File: src/rtl/disp_tmds_enc.sv
// DVI 1.0 TMDS encoder for the pixel clock domain. It expands each colour channel to 8 bits,
// applies transition minimising and DC balancing, and sends control tokens during blanking.
module disp_tmds_enc #(
  parameter int BPC = 5
) (
  input  logic           clk_pix,
  input  logic           rst_pix_n,
  input  logic           disp_hsync,
  input  logic           disp_vsync,
  input  logic           disp_de,
  input  logic [BPC-1:0] disp_r,
  input  logic [BPC-1:0] disp_g,
  input  logic [BPC-1:0] disp_b,
  output logic [9:0]     tmds_ch0,
  output logic [9:0]     tmds_ch1,
  output logic [9:0]     tmds_ch2,
  output logic           tmds_de
);

  if (BPC < 4 || BPC > 8) begin : g_bad_bpc
    $error("disp_tmds_enc: BPC must be in 4..8");
  end

  localparam logic [9:0] CTRL_00 = 10'b1101010100;
  localparam logic [9:0] CTRL_01 = 10'b0010101011;
  localparam logic [9:0] CTRL_10 = 10'b0101010100;
  localparam logic [9:0] CTRL_11 = 10'b1010101011;

  typedef struct packed {
    logic [9:0]        sym;
    logic signed [4:0] cnt;
  } enc_t;

  // MSB replication written as a bit map, so that BPC=8 needs no zero-width slice.
  function automatic logic [7:0] expand(input logic [BPC-1:0] c);
    logic [7:0] e;
    e = '0;
    for (int i = 0; i < 8; i++) e[7-i] = c[BPC-1-(i%BPC)];
    return e;
  endfunction

  function automatic logic [8:0] minimise(input logic [7:0] d);
    logic [3:0] n1;
    logic       use_xnor;
    logic [8:0] q;
    n1 = '0;
    for (int i = 0; i < 8; i++) n1 = n1 + 4'(d[i]);
    use_xnor = (n1 > 4'd4) || (n1 == 4'd4 && !d[0]);
    q    = '0;
    q[0] = d[0];
    for (int i = 1; i < 8; i++) q[i] = use_xnor ? ~(q[i-1] ^ d[i]) : (q[i-1] ^ d[i]);
    q[8] = ~use_xnor;
    return q;
  endfunction

  // diff is N1 - N0 = 2*N1 - 8. It is worked out at 6 bits and always fits in 5.
  function automatic enc_t balance(input logic [8:0] qm, input logic signed [4:0] cnt);
    enc_t              r;
    logic [3:0]        n1;
    logic signed [5:0] diff6;
    logic signed [4:0] diff;
    n1 = '0;
    for (int i = 0; i < 8; i++) n1 = n1 + 4'(qm[i]);
    diff6 = $signed({1'b0, n1, 1'b0}) - 6'sd8;
    diff  = diff6[4:0];
    if (cnt == 5'sd0 || diff == 5'sd0) begin
      r.sym = {~qm[8], qm[8], qm[8] ? qm[7:0] : ~qm[7:0]};
      r.cnt = qm[8] ? cnt + diff : cnt - diff;
    end else if ((cnt > 5'sd0 && diff > 5'sd0) || (cnt < 5'sd0 && diff < 5'sd0)) begin
      r.sym = {1'b1, qm[8], ~qm[7:0]};
      r.cnt = cnt - diff + (qm[8] ? 5'sd2 : 5'sd0);
    end else begin
      r.sym = {1'b0, qm[8], qm[7:0]};
      r.cnt = cnt + diff - (qm[8] ? 5'sd0 : 5'sd2);
    end
    return r;
  endfunction

  function automatic logic [9:0] ctrl_token(input logic [1:0] c);
    case (c)
      2'b01:   return CTRL_01;
      2'b10:   return CTRL_10;
      2'b11:   return CTRL_11;
      default: return CTRL_00;
    endcase
  endfunction

  // Channel order: 0 = blue, 1 = green, 2 = red.
  logic [BPC-1:0]    colour [3];
  logic [8:0]        qm_d   [3];
  logic [8:0]        qm_q   [3];
  logic              de_s1, hsync_s1, vsync_s1;
  enc_t              enc    [3];
  logic [9:0]        sym_q  [3];
  logic signed [4:0] cnt_q  [3];

  assign colour[0] = disp_b;
  assign colour[1] = disp_g;
  assign colour[2] = disp_r;

  always_comb begin
    for (int ch = 0; ch < 3; ch++) qm_d[ch] = minimise(expand(colour[ch]));
  end

  // NOTE: pipeline registers use non-blocking assignments, so each stage sees the values its neighbour held before the edge.
  always_ff @(posedge clk_pix or negedge rst_pix_n) begin
    if (!rst_pix_n) begin
      for (int ch = 0; ch < 3; ch++) qm_q[ch] <= '0;
      de_s1    <= 1'b0;
      hsync_s1 <= 1'b0;
      vsync_s1 <= 1'b0;
    end else begin
      for (int ch = 0; ch < 3; ch++) qm_q[ch] <= qm_d[ch];
      de_s1    <= disp_de;
      hsync_s1 <= disp_hsync;
      vsync_s1 <= disp_vsync;
    end
  end

  always_comb begin
    for (int ch = 0; ch < 3; ch++) enc[ch] = balance(qm_q[ch], cnt_q[ch]);
  end

  // Blanking clears the disparity, so every active run starts balanced.
  always_ff @(posedge clk_pix or negedge rst_pix_n) begin
    if (!rst_pix_n) begin
      for (int ch = 0; ch < 3; ch++) begin
        sym_q[ch] <= CTRL_00;
        cnt_q[ch] <= '0;
      end
      tmds_de <= 1'b0;
    end else begin
      tmds_de <= de_s1;
      if (de_s1) begin
        for (int ch = 0; ch < 3; ch++) begin
          sym_q[ch] <= enc[ch].sym;
          cnt_q[ch] <= enc[ch].cnt;
        end
      end else begin
        for (int ch = 0; ch < 3; ch++) cnt_q[ch] <= '0;
        sym_q[0] <= ctrl_token({vsync_s1, hsync_s1});
        sym_q[1] <= CTRL_00;
        sym_q[2] <= CTRL_00;
      end
    end
  end

  assign tmds_ch0 = sym_q[0];
  assign tmds_ch1 = sym_q[1];
  assign tmds_ch2 = sym_q[2];

endmodule

File: config.mk
export PLATFORM = sky130hd
export DESIGN_NAME = disp_tmds_enc
export DESIGN_NICKNAME = d
export VERILOG_FILES = /design/src/rtl/disp_tmds_enc.sv
export SDC_FILE = /design/constraint.sdc
export NUM_CORES = 1
export LEC_CHECK = 0
export CAP_MARGIN = 5
export CORE_AREA = 2 2 103 105
export DETAILED_ROUTE_END_ITERATION = 10
export DIE_AREA = 0 0 105 107
export PLACE_DENSITY = 0.74
export REMOVE_ABC_BUFFERS = 1
export SLEW_MARGIN = 25
export SYNTH_ARGS = -nofsm -noshare
export SYNTH_HDL_FRONTEND = slang
export SYNTH_SLANG_ARGS = --single-unit
File: constraint.sdc
create_clock -name clk_pix -period 5.2 [get_ports clk_pix]
set_clock_uncertainty 0.1 [all_clocks]
set_input_delay 1.04 -clock clk_pix [delete_from_list [all_inputs] [get_ports clk_pix]]
set_output_delay 1.04 -clock clk_pix [all_outputs]
set_load 0.01 [all_outputs]
* After elaboration in Yosys (flattened, before gate mapping)
Cells that the tools add are included.
Word-level totals: input port bits 20, bits in registers 76, output and inout port bits 31
Operators by class: $lt $le $gt $ge 15, eq/ne operators 6, add/sub/neg operators 57, bitwise operators 51, reduce and logical (&&, ||, !) cells 27, multiplexer cells 42
Operators by type and width (number):
- $mux W15 | 7
- $add A4 B1 Y4 | 24
- $gt A5 B1 Y1 const B | 6
- $logic_not A5 Y1 | 6
- $lt A5 B1 Y1 const B | 6
- $mux W30 | 1
- $pmux W10 S3 | 1
- $not A1 Y1 | 27
- $add A3 B1 Y4 | 6
- $mux W8 | 3
- $not A8 Y8 | 3
- $mux W1 | 21
- $xor A1 B1 Y1 | 21
- $add A2 B1 Y3 | 6
- $add A5 B3 Y5 | 3
- $add A5 B5 Y5 | 3
- $mux W5 | 3
- $sub A5 B3 Y5 | 3
- $sub A5 B4 Y5 const B | 3
- $sub A5 B5 Y5 | 3
- $add A1 B1 Y2 | 6
- $eq A4 B3 Y1 const B | 3
- $gt A4 B3 Y1 const B | 3
- $mux W2 | 6
- 5 further kinds | 24

* Logic depth before layout (Yosys ltp)
depth in word-level cells 29, gate-level depth with buffers 16, depth with buffers taken out 15

* Least setup slack after synthesis
OpenSTA, ideal clock, no wires.
path type reg-to-reg, start register qm_q[9] (netlist name), end register cnt_q[9] (netlist name), setup slack 0.998 ns, arrival 3.980 ns, stages on the path, launching flop included 14, library setup time 0.122 ns, data required time 4.978 ns, clock period less this slack 4.202 ns, cell sequence dfrtp_1 > inv_1 > fa_1 > fa_1 > fa_1 > inv_1 > ha_1 > xor2_1 > fa_1 > nand2b_1 > or3_1 > a31oi_1 > a21oi_1 > a32o_1
On the way: cells in the longest elaborated chain, start to end 14, elaborated cells between the ends (all ways) 23
Ends and longest elaborated chain:
- start, declared | line 91 | logic [8:0] qm_q [3];
- $add A1 B1 Y2 (*) | line 63 | for (int i = 0; i < 8; i++) n1 = n1 + 4'(qm[i]);
- $add A2 B1 Y3 (*) | line 63
- $add A3 B1 Y4 (*) | line 63
- $add A4 B1 Y4 (*) (4 in series) | line 63
- $sub A5 B4 Y5 (*) | line 64 | diff6 = $signed({1'b0, n1, 1'b0}) - 6'sd8;
- parallel branches: the longest is 4 deep, another holds $add A5 B5 Y5
- $mux W15 (*) | line 66 | if (cnt == 5'sd0 || diff == 5'sd0) begin
- $mux W15 (*) | line 134 | if (de_s1) begin
- end signal, assigned by index | line 137 | cnt_q[ch] <= enc[ch].cnt;
- end, declared | line 95 | logic signed [4:0] cnt_q [3];
Every way passes the cells marked *.

* Worst setup path after layout
Same ends and word-level chain as after synthesis.

==> results.yml <==
yosys:
  synth_cell_types: 54
  synth_cells: 503
  synth_top_family_by_area: "adder cells"
  ys.flop_type: "dfrtp_1"
  synth_simple_gate_area_frac: 0.0875
  synthXorXnorAreaFrac: 0.138
  synthArstFlopShare: 1.00
  muxShareOfSynthArea: 0.0370
  yosys_warnings: 0
  avgSynthCellArea_um2: 10.5
  ys_seq_elements: 73
  synth-compound-area-share: 0.0927
  synth_fa_ha_area_frac: 0.225
  ys_seq_area_frac: 0.350
  syn_area_um2: 5280
  synth_edf_count: 0
grt:
  antenna_found_initial: 0
  track_usage: 0.197
  globalRouteOverflowTotal: 0
  grt_pass1_vias: 3665
  grt_pass1_wl_um: 17500
  grt_max_degree: 42
run:
  timing.max_cap.violations: 0
cts:
  clockBufferDepth: 2
  ctsHoldBuffers: 0
  cts.sinks: 73
  clkTransAtPathRegs_ns: 0.09
  htree_levels: 3
  cts_tree: "built"
  cts-root-buf: "clkbuf_8"
  post_cts_buffers: 0
  post_cts_resized: 0
  clk_latency_ns: 0.37
  cts-buffers-inserted: 9
place:
  dpl.hpwl_um: 7950
  io_buffers: 50
  gp_congestion: 0.901
timing:
  final-setup-viol-count: 0
  rsz0062_at_grt: "false"
  tightest_slew_ns: 0.854
  tns_ns: 0
  period_needed_ns: 4.54
  fmax_ghz: 0.220
  drv_slew: 0
  hold_violations: 0
  maxSlewHeadroom: 0.430
  min_period_over_period: 0.873
detailed_routing:
  wl_met3_um: 338
  met1Wirelength_um: 4370
  firstDrtPassIters: 4
  routed.top_layer: "met4"
  routed-wl-met2_um: 5340
  viasPerCell: 5.07
  wl_per_cell_um: 14.6
  drt_iter0_drc: 127
  totalWireLength_um: 10200
  vias: 3536
  ant_nets: 0
  drcViolationCount: 0
worst_setup_path:
  start_kind: "register"
  crit_arrival_ns: 4.69
  crit_path_max_fanout: 7
  worst-setup-path-type: "reg -> reg"
  end_kind: "register"
  cp_data_required_time_ns: 5.35
cells_and_area:
  nNetsFinal: 660
  drive_gt1_frac: 0.0838
  antenna_cells: 0
  area_delta_synth_final_pct: 15.8
floorplan:
  die_h_um: 107
  rows: 37
  initial_utilization: 0.523
  fp.dieW_um: 105
  die_area_um2: 11200
  ioPinCount: 51
  core-area_um2: 10100
hold_path:
  hold_path.class: "reg -> reg"
outcome:
  outcome: "finished, final reports clean"
final timing paths:
kind                            from     endpoint  slack, ns  cells after the start
hold reg to reg              qm_q[6]  tmds_ch2[6]       0.42                      2
max in group asynchronous  rst_pix_n  tmds_ch2[4]       3.34                      2
setup / recovery             qm_q[9]     cnt_q[9]       0.66                     13
setup reg to reg             qm_q[9]     cnt_q[9]       0.66                     13
min in group asynchronous  rst_pix_n  tmds_ch1[7]       0.64                      1
hold / removal               qm_q[6]  tmds_ch2[6]       0.42                      2
placed cells by master, fill, tap and decap left out, types with 3 or more instances in the layout:
master           synthesis  layout
inv_1                   84      84
fa_1                    18      18
or3_1                    3       3
xnor3_1                  3       3
o21bai_1                 6       6
nand3_1                  3       3
nor2b_1                 11      11
a21oi_1                 20      20
dfstp_2                 15      15
a31oi_1                  4       4
nor2_1                  21      21
nand2b_1                13      13
o21ai_1                  7       7
and3_1                   3       3
nand2_1                 22      22
clkbuf_8                 0       9
xor2_1                  14      14
dfrtp_1                 58      58
a211oi_1                 4       4
clkdlybuf4s50_1          0      49
o311a_1                  5       5
mux2i_1                 15      15
a21o_1                   4       4
xnor2_1                 57      57
o21ai_0                  6       6
ha_1                    66      66
inv_6                    0       5
layer usage:
metal,vias up,global-route usage
li1,1734,-
met1,1732,0.247
met2,62,0.344
met3,8,0.0480
met4,0,0.0476
met5,-,0
per-stage QoR:
step                cell area [um^2]  cells   util  setup slack, ns  hold WS, ns
global placement                5900    680  0.585            0.743        0.412
CTS                             6110    696  0.605            0.614        0.426
floorplan                       5220    492      -            0.979        0.389
global route                    6110    697  0.606            0.385        0.450
detailed placement              5900    680  0.585            0.633        0.412
finish                          6110    697  0.606            0.660        0.420
worst max-delay path, stage by stage (launching register included):
cell	delay (ns)
dfrtp_1	0.37
inv_1	0.07
fa_1	0.55
fa_1	0.43
fa_1	0.49
inv_1	0.06
ha_1	0.18
xor2_1	0.54
fa_1	0.57
nand2b_1	0.21
or3_1	0.36
a31oi_1	0.17
a21oi_1	0.09
a32o_1	0.25
cell families after synthesis:
family                     count (synthesis)
xor gates and xnor gates                  76
muxes                                     18
adders and majority gates                 84
and+or+nand+nor                           87
AOI/OAI and AO/OA                         70
DFF                                       73
buffers and inverters                     95
registers in the layout (all words and copies together) (netlist names):
register	cells
hsync_s1	1
tmds_ch0	10
cnt_q	12
tmds_ch2	10
tmds_ch1	10
qm_q	27
vsync_s1	1
de_s1	1
tmds_de	1
cell type report:
cell class	count	area (um^2)
Fill cell	869	3980
Multi-Input combinational cell	335	3060
Sequential cell	73	1850
Timing Repair Buffer	53	515
Inverter	84	315
Tap cell	136	170
Clock buffer	9	124
Clock inverter	7	81.3
Yosys cell counts (all sizes together), types with 3 or more instances:
cell	number	area share
a211oi	4	0.0057
a21o	4	0.0057
a21oi	21	0.022
a31oi	4	0.0047
and3	3	0.0036
buf	5	0.0062
clkbuf	6	0.0045
dfrtp	58	0.27
dfstp	15	0.075
fa	18	0.068
ha	66	0.16
inv	84	0.060
mux2i	16	0.033
nand2	22	0.016
nand2b	13	0.015
nand3	3	0.0028
nor2	21	0.015
nor2b	11	0.013
o21ai	14	0.014
o21bai	6	0.0085
o311a	5	0.0095
or3	5	0.0078
xnor2	58	0.098
xnor3	3	0.013
xor2	14	0.023
Power is left out: the tool's default activity adds up to more than one toggle a clock period on the data nets, which glitch-free logic cannot reach.
